[config.mk]
export PLATFORM = sky130hd
export DESIGN_NAME = note_player
export DESIGN_NICKNAME = d
export VERILOG_FILES = /design/src/rtl/note_player_pkg.sv /design/src/rtl/note_player_tone_gen.sv /design/src/rtl/note_player.sv
export SDC_FILE = /design/constraint.sdc
export NUM_CORES = 1
export LEC_CHECK = 0
export BUFFER_PORTS_ARGS = -buffer_cell sky130_fd_sc_hd__buf_2
export CAP_MARGIN = 15
export CORE_MARGIN = 1.5
export CORE_UTILIZATION = 56
export CTS_CLUSTER_DIAMETER = 120
export DETAILED_ROUTE_END_ITERATION = 6
export PLACE_DENSITY = 0.77
export SYNTH_ARGS = -nofsm -noshare
export SYNTH_HDL_FRONTEND = slang
export SYNTH_SLANG_ARGS = --single-unit
export TNS_END_PERCENT = 50
[constraint.sdc]
create_clock -name clk -period 3.25 [get_ports clk]
set_input_delay 0 -clock clk [delete_from_list [all_inputs] [get_ports clk]]
set_output_delay 0 -clock clk [all_outputs]
set_load 0.02 [all_outputs]
[src/rtl/note_player_pkg.sv]
// Shared types, note codes and tone table for the note player.
package note_player_pkg;

  typedef enum logic [1:0] {IDLE, PLAY, GAP} state_t;

  localparam logic [3:0] NOTE_REST = 4'd0;
  localparam logic [3:0] NOTE_DO   = 4'd1;
  localparam logic [3:0] NOTE_RE   = 4'd2;
  localparam logic [3:0] NOTE_MI   = 4'd3;
  localparam logic [3:0] NOTE_FA   = 4'd4;
  localparam logic [3:0] NOTE_SOL  = 4'd5;
  localparam logic [3:0] NOTE_LA   = 4'd6;
  localparam logic [3:0] NOTE_SI   = 4'd7;

  // Tone frequencies in Hz for codes do..si.
  localparam int FREQ_TAB [7] = '{262, 294, 330, 349, 392, 440, 494};

  function automatic int max2(input int a, input int b);
    return (a > b) ? a : b;
  endfunction

  // Codes outside do..si light nothing.
  function automatic logic [6:0] note_onehot(input logic [3:0] code);
    note_onehot = '0;
    if (code != NOTE_REST && code <= NOTE_SI) note_onehot[code[2:0] - 3'd1] = 1'b1;
  endfunction

endpackage

[src/rtl/note_player_tone_gen.sv]
// Square-wave generator: toggles its output every hp enabled cycles, starting low.
module tone_gen #(
  parameter int HPW = 8
) (
  input  logic           clk,
  input  logic           rst,
  input  logic           clear,
  input  logic           en,
  input  logic [HPW-1:0] hp,
  output logic           wave
);

  logic [HPW-1:0] cnt;

  always_ff @(posedge clk) begin
    if (rst || clear) begin
      cnt  <= '0;
      wave <= 1'b0;
    end else if (en && hp != '0) begin
      if (cnt == hp - 1'b1) begin
        cnt  <= '0;
        wave <= ~wave;
      end else begin
        cnt <= cnt + 1'b1;
      end
    end
  end

endmodule

[src/rtl/note_player.sv]
// Plays one note per handshake: NOTE_CYCLES of tone, GAP_CYCLES of silence, then ready again.
module note_player
  import note_player_pkg::*;
#(
  parameter int CLK_HZ      = 100_000_000,
  parameter int NOTE_CYCLES = 50_000_000,
  parameter int GAP_CYCLES  = 5_000_000
) (
  input  logic       clk,
  input  logic       rst,
  input  logic [3:0] note_in,
  input  logic       note_valid,
  output logic       note_ready,
  input  logic       abort,
  output logic       speaker,
  output logic [6:0] led_out,
  output logic       busy
);

  localparam int DW  = $clog2(max2(NOTE_CYCLES, GAP_CYCLES) + 1);
  // Lowest note has the longest half period, so it sizes the tone counter.
  localparam int HPW = $clog2(CLK_HZ / (2 * FREQ_TAB[0]) + 1);

  state_t         state;
  logic [3:0]     note_q;
  logic [DW-1:0]  dur;
  logic [HPW-1:0] hp_tab [8];
  logic [HPW-1:0] hp;
  logic           play_last;

  assign hp_tab[0] = '0;
  for (genvar i = 1; i < 8; i++) begin : g_hp
    assign hp_tab[i] = HPW'(CLK_HZ / (2 * FREQ_TAB[i-1]));
  end

  assign hp         = note_q[3] ? '0 : hp_tab[note_q[2:0]];
  assign play_last  = (state == PLAY) && (dur == DW'(NOTE_CYCLES - 1));
  assign note_ready = (state == IDLE);
  assign busy       = (state != IDLE);

  always_ff @(posedge clk) begin
    if (rst) begin
      state   <= IDLE;
      note_q  <= '0;
      dur     <= '0;
      led_out <= '0;
    end else if (abort) begin
      state   <= IDLE;
      dur     <= '0;
      led_out <= '0;
    end else begin
      case (state)
        IDLE: if (note_valid) begin
          note_q  <= note_in;
          dur     <= '0;
          led_out <= note_onehot(note_in);
          state   <= PLAY;
        end
        PLAY: if (play_last) begin
          dur     <= '0;
          led_out <= '0;
          state   <= (GAP_CYCLES == 0) ? IDLE : GAP;
        end else begin
          dur <= dur + 1'b1;
        end
        GAP: if (dur == DW'(GAP_CYCLES - 1)) begin
          dur   <= '0;
          state <= IDLE;
        end else begin
          dur <= dur + 1'b1;
        end
        default: state <= IDLE;
      endcase
    end
  end

  // Held clear outside PLAY and on the last PLAY edge so every note starts low at phase 0.
  tone_gen #(.HPW(HPW)) u_tone (
    .clk   (clk),
    .rst   (rst),
    .clear (abort || (state != PLAY) || play_last),
    .en    ((state == PLAY) && (led_out != '0)),
    .hp    (hp),
    .wave  (speaker)
  );

endmodule
==> impl_metrics.tcl, run 1 <==
set metrics [dict create \
    status "finished, final reports clean" \
    dp_hpwl_mm 6.61 \
    rows 29 \
    gp_congestion 0.890 \
    yosys_warnings 0 \
    vias 3562 \
    overflow 0 \
    viasPerCell 6.07 \
    maxSlewHeadroom_pct 55.0 \
    root_buffer "clkbuf_8" \
    ys_seq_area_share_pct 30.8 \
    critPathLaunchType "flop" \
    io_pins 18 \
    worstPathBufferInverterCount 1 \
    fin_util_pct 66.5 \
    synth_enable_flop_cells 0 \
    period_minus_slack_ns 3.16 \
    layout_worst_path_cycle_share_pct 97.1 \
    worstSetupPathType "flop to flop" \
    h-tree-depth 3 \
    setup-tns-final_ns 0 \
    end_kind "flop" \
    p_seq_share_pct 44.8 \
    cp_cell_sequence "buf_4 > ha_1 > mux2_2 > nand2_2 > ha_2 > xnor2_1 > a21oi_1 > nor4b_2 > o2111ai_1 > a2111o_1 > or4_1 > a21oi_1" \
    die-width_um 85.0 \
    syn_inst 476 \
    crit_path_max_incr_delay_ns 0.50 \
    clkPwrFrac_pct 37.3 \
    cp_max_fo 7 \
    start_util_pct 58.6 \
    final_layout_size_suffix_gt1_share_pct 13.9 \
    nFillCells 553 \
    first_global_vias 3380 \
    required_ns 3.51 \
    synth.area.top_cells "dfxtp_1, xnor2_1, nor2_1" \
    path_delay_family "compound AO/OA/AOI/OAI gates" \
    fin_skew_ns 0.0134 \
    clkSinkCount 58 \
    drc 0 \
    ir_worst_vdd_mv 0.319 \
    synth_area_per_cell_um2 7.91 \
    ant_nets 0 \
    core_area_um2 6420 \
    cts_buffer_depth 2 \
    antenna_found_initial 0 \
    yosys.area.top_type_share_pct 30.8 \
    cts_buffers 9 \
    cp_slowest_cell "or4_1" \
    io_buffer_count 17 \
    seq_area_um2 1170 \
    finalWorstSetupSlack_ns 0.0948 \
    dp_slack_ns 0.0504 \
    ys_async_sr_fraction_pct 0 \
    clkTransAtPathRegs_ns 0.07 \
    clock_latency_ns 0.34 \
    internal_power_uw 1160 \
    max-cap-violations 0 \
    yosysTopAreaCell "dfxtp_1" \
    drt_pass1_iterations 7 \
    setup_viol 0 \
    switching_power_uw 451 \
    multi_input_area_um2 2490 \
    clock.fmax_mhz 317 \
    cts_tree "built" \
    synth_cell_types 58 \
    syn-num-nets 499 \
    die-area_um2 7220 \
    grt_max_degree 27 \
    ys.flop_type "dfxtp_1" \
    synth-seq-cells 58 \
    cp_common_cell "a21oi_1" \
    drv_slew 0 \
    die_y_um 85.0 \
    syn2layout_area_growth_pct 13.5 \
    first_iter_violations 234 \
    antenna_cells 0 \
    final_nets 529 \
    syn_area_um2 3760 \
    worst_pin_slew_ns 0.673 \
    switching_share_pct 28.1 \
    routedWlPerCell_um 15.7 \
    final-hold-violation-count 0 \
    leakage_uw 0.00154 \
    min_path_type "input pin to flop" \
    grt_pass1_wl_mm 15.4 \
    p_comb_share_pct 18.0 \
    powerDensity_nw_per_um2 377 \
    cp.arrival_ns 3.42 \
    wl_mm 9.19 \
    grt_usage_pct 26.6 \
]
==> placed cells by master, fill, tap and decap left out, drive strengths merged, types with 7 or more instances in the layout <==
master | Yosys | routed
o21ai | 15 | 15
and3 | 9 | 9
a21oi | 29 | 29
nor4 | 7 | 7
nor3 | 40 | 40
inv | 17 | 17
ha | 15 | 15
mux2i | 9 | 9
buf | 10 | 36
nand2b | 7 | 7
clkbuf | 10 | 13
nand2 | 42 | 42
dfxtp | 58 | 58
nor2 | 57 | 57
nand4 | 7 | 7
nand3 | 19 | 19
xnor2 | 27 | 27
xor2 | 19 | 19
==> flip-flops by register name, indices dropped and copies added (netlist names) <==
register / count
led_out: 7
u_tone.wave: 1
dur: 26
note_q: 4
state: 2
u_tone.cnt: 18
==> metal layers <==
metal	global-route usage (%)	share of wire [%]	vias to the layer above
met2	46.9	52	115
met5	0	0	-
met1	31.0	41	1675
li1	-	-	1749
met3	5.64	4.5	23
met4	11.9	2.6	0
==> area by class of cell <==
cell class | count | area share (%)
Clock inverter | 2 | 0.293
Timing Repair Buffer | 39 | 6.62
Sequential cell | 58 | 27.3
Tap cell | 77 | 2.26
Multi-Input combinational cell | 381 | 58.3
Clock buffer | 13 | 3.72
Inverter | 17 | 1.55
==> cell families (layout without fill, tap and decap cells) <==
kind of cell	Yosys count	in the layout	share of synthesized area (%)
multiplexers	11	11	2.99
XOR/XNOR	48	48	11.9
AND/OR/NAND/NOR	231	231	32.2
flip-flops	58	58	30.8
adder cells (fa/ha/maj)	15	15	4.99
AO/OA/AOI/OAI	76	76	12.8
buffers and inverters	37	71	4.25
==> path summary, 6_finish.rpt <==
| kind | start | cells after the start | slack, ns | end |
|---|---|---|---|---|
| worst max register to register | note_q[0] | 12 | 0.09 | u_tone.wave |
| worst max-delay path | note_q[0] | 12 | 0.09 | u_tone.wave |
| worst min register to register | dur[1] | 2 | 0.47 | dur[1] |
| worst min-delay path | note_valid | 3 | 0.02 | state[0] |
==> through the flow <==
stage	hold slack, ns	total power, uW	instances	cell area, um^2
after global routing	0.0497	1670	587	4270
after global placement	0.249	1000	568	4020
after floorplan	0.0650	937	476	3770
after CTS	0.0106	1610	586	4220
after detailed placement	0.251	1010	568	4020
final	0.0221	1610	587	4270
==> synthesized netlist by cell type, types with 3 or more instances <==
cell,number
and2_1,4
buf_2,5
mux2i_1,9
nand2b_1,7
nor4b_1,4
nand3_1,19
nand3b_1,4
or2_2,4
nand4_1,7
nor3_1,38
and3_1,9
a311oi_1,3
a31oi_1,3
inv_1,17
dfxtp_1,58
a21o_1,3
o211ai_1,3
o21ai_0,13
nor2b_1,6
clkbuf_1,10
nor4_1,7
xnor2_1,27
and3b_1,4
nor2_1,57
or4_1,5
a21oi_1,29
xor2_1,19
o31ai_1,4
ha_1,15
nand2_1,42
==> power groups by stage <==
stage	Sequential [uW]	Combinational [uW]	Clock [uW]
after CTS	720	276	611
after global routing	720	317	635
after global placement	735	265	0
after floorplan	736	201	0
after detailed placement	736	272	0
final	720	289	600
==> worst min-delay path: cells and delay by family <==
kind,cells,cell delay (ns)
AO/OA/AOI/OAI,2,0.18
buffers and inverters,1,0.12
==> what timing repair did <==
action / in CTS / in global routing
endpoints found under the setup margin: 0 / 18
endpoints found under the hold margin: 4 / 0
hold buffers: 3 / 0
buffers inserted: 0 / 1
gates resized for setup: 0 / 12
(Power assumes the default switching activity.)
==> inputs of run 2 (changes only) <==
ABC_AREA = 1   (was not set)
PLACE_DENSITY = 0.81   (was 0.77)
==> run 2 against run 1 <==
First-iteration DRC count increased by 22%. Register-to-register slack improved by 0.39 ns. Sequential power grew 2%. Synthesized area is 11% higher. Die area up 10%. Count of clock-buffer cells in the layout fell by 4. Critical endpoint is now u_tone.cnt[10]. Highest routed layer unchanged.
==> impl_metrics.tcl, run 2 <==
set metrics [dict create \
    status "finished, final reports clean" \
    gp_congestion 0.926 \
    powerDensity_nw_per_um2 439 \
    vias 4242 \
    startpoint "note_q[1]" \
    cts_buffer_depth 2 \
    ir_worst_vdd_mv 0.319 \
    root_buffer "clkbuf_8" \
    h-tree-depth 3 \
    grt_pass1_wl_mm 17.5 \
    die-area_um2 7970 \
    syn_inst 657 \
    largest_register_ffs 26 \
    ant_nets 0 \
    start_util_pct 57.8 \
    synth-compound-area-share_pct 8.50 \
    synthMuxAreaShare_pct 0.240 \
    min_path_type "input pin to flop" \
    synth.area.top_cells "dfxtp_1, nand2_1, inv_1" \
    yosys.area_share.simple_pct 42.9 \
    viasPerCell 5.38 \
    synth_area_per_cell_um2 6.34 \
    io_buffer_count 17 \
    cts_buffers 9 \
    cp_max_fo 15 \
    cts_setup_buffers 0 \
    yosys_warnings 0 \
    finalPower_uw 2030 \
    reg2reg_setup_slack_ns 0.49 \
    drc 0 \
    syn-num-nets 680 \
    synth.most_common_cell "nand2_1" \
    setup_viol 0 \
    final_cell_mix "nand2_1, inv_1, nor2_1" \
    synth_enable_flop_cells 0 \
    end_kind "flop" \
    cts_tree "built" \
    finalWorstSetupSlack_ns 0.487 \
    final_layout_size_suffix_gt1_share_pct 11.5 \
    required_ns 3.47 \
    grt_max_degree 18 \
    die_y_um 89.3 \
    synth_fa_ha_area_share_pct 4.50 \
    fin_skew_ns 0.0145 \
    reg2reg_to "u_tone.cnt[10]" \
    final-hold-violation-count 0 \
    final_common_cell "nand2_1" \
    final_nets 707 \
    synth-xor-area-share_pct 6.31 \
    antenna_found_initial 0 \
    ys.flop_type "dfxtp_1" \
    worstRegToRegCells 19 \
    yosysTopAreaCell "dfxtp_1" \
    dp_slack_ns 0.529 \
    top_regs "dur (26), u_tone.cnt (18), led_out (7)" \
    yosys.area.top_type_share_pct 27.9 \
    synth-seq-cells 58 \
    first_iter_violations 285 \
    syn_area_um2 4170 \
    ys_seq_area_share_pct 27.9 \
    rows 31 \
    dp_hpwl_mm 7.90 \
    syn2layout_area_growth_pct 11.0 \
    critPathLaunchType "flop" \
    rsz0062_at_grt "false" \
    die-width_um 89.3 \
    worstSetupPathType "flop to flop" \
    synth_top_family_by_area "simple AND/OR/NAND/NOR gates" \
    top_register "dur" \
    ys_async_sr_fraction_pct 0 \
    setup-tns-final_ns 0 \
    synth_cell_types 40 \
    routedWlPerCell_um 12.9 \
    synthTopCellsByCount "nand2_1, inv_1, nor2_1" \
    wl_mm 10.2 \
    worstHoldStart "abort" \
    leakage_uw 0.00195 \
    layout_worst_path_cycle_share_pct 85.0 \
    clock.fmax_mhz 362 \
    drv_slew 0 \
    crit_end "u_tone.cnt[10]" \
    first_global_vias 3910 \
    cp.arrival_ns 2.99 \
    drt_pass1_iterations 4 \
    clock_latency_ns 0.34 \
    max-cap-violations 0 \
    worst_pin_slew_ns 0.762 \
    io_pins 18 \
    overflow 0 \
    clkTransAtPathRegs_ns 0.07 \
    core_area_um2 7210 \
    maxSlewHeadroom_pct 48.8 \
    period_minus_slack_ns 2.76 \
    clkSinkCount 58 \
    antenna_cells 0 \
    timing.rr.start "note_q[1]" \
    grt_usage_pct 28.2 \
]
==> run 2: cell count changes after synthesis, sizes merged, moves of 8 or more <==
cell,delta
and3,-9
inv,+75
mux2i,-8
nand2,+129
nand3,+46
nand4,+8
nor2,+40
nor3,-23
o21ai,+10
xnor2,-20
==> run 2: layout make-up <==
cell class,count,area [um^2]
multi-input cells,496,2600
fillers,659,2590
clock inverters,7,101
repair buffers,26,165
well taps,99,124
inverters,93,349
flip-flops and latches,58,1160
clock buffers,9,124
==> run 2: cells by family (layout without fill, tap and decap cells) <==
kind of cell | count (synthesis) | count (layout)
multiplexers | 1 | 1
AND/OR/NAND/NOR | 386 | 386
AO/OA/AOI/OAI | 64 | 64
flip-flops | 58 | 58
buffers and inverters | 103 | 135
XOR/XNOR | 30 | 30
adder cells (fa/ha/maj) | 15 | 15
==> run 2: how the worst min path moves through the flow <==
stage	slack (ns)	to	cells after the start
4_1_cts	0.06	note_q[2]	4
6_report	0.08	note_q[2]	4
3_3_place_gp	0.24	note_q[3]	2
2_1_floorplan	0.08	note_q[0]	1
3_5_place_dp	0.24	note_q[2]	2
5_1_grt	0.11	note_q[1]	4
==> run 2: what timing repair did <==
item                                   CTS  global route
setup endpoints to repair                0             0
hold buffers                             5             0
gates resized for setup                  0             0
endpoints found under the hold margin    6             0
==> run 2: critical path, stage by stage, from the launching register on <==
cell and delay (ns):
dfxtp_1 0.47, inv_1 0.15, ha_1 0.21, inv_1 0.06
nand2_2 0.06, nand2_2 0.14, ha_1 0.25, inv_1 0.09
nor2_4 0.14, nand2_2 0.09, nand2_1 0.09, nand2_1 0.05
nand2_1 0.08, nand2_1 0.06, nor2_1 0.10, nand2_1 0.06
nor2_1 0.11, nand3_2 0.14, nand2_4 0.23, nor2_1 0.07
==> run 2: where the power goes <==
group	switching [uW]	internal, uW	total, uW
sequential	11.5	719	731
combinational	363	175	538
clock	323	438	760
total	697	1330	2030
==> run 2: through the flow <==
step                      cells  cell area (um^2)  hold WS (ns)  utilization, %
after floorplan             657              4170        0.0785               -
after global placement      767              4350         0.240            60.3
after detailed placement    767              4350         0.239            60.3
after CTS                   788              4630        0.0603            64.1
after global routing        788              4630         0.106            64.1
final                       788              4630        0.0846            64.1
==> run 2: layer usage <==
metal	global-route usage (%)	wire, um	vias up
met4	13.0	284	0
met5	0	0	-
met3	4.99	657	27
met1	37.6	4680	1906
met2	44.5	4540	138
li1	-	-	2171
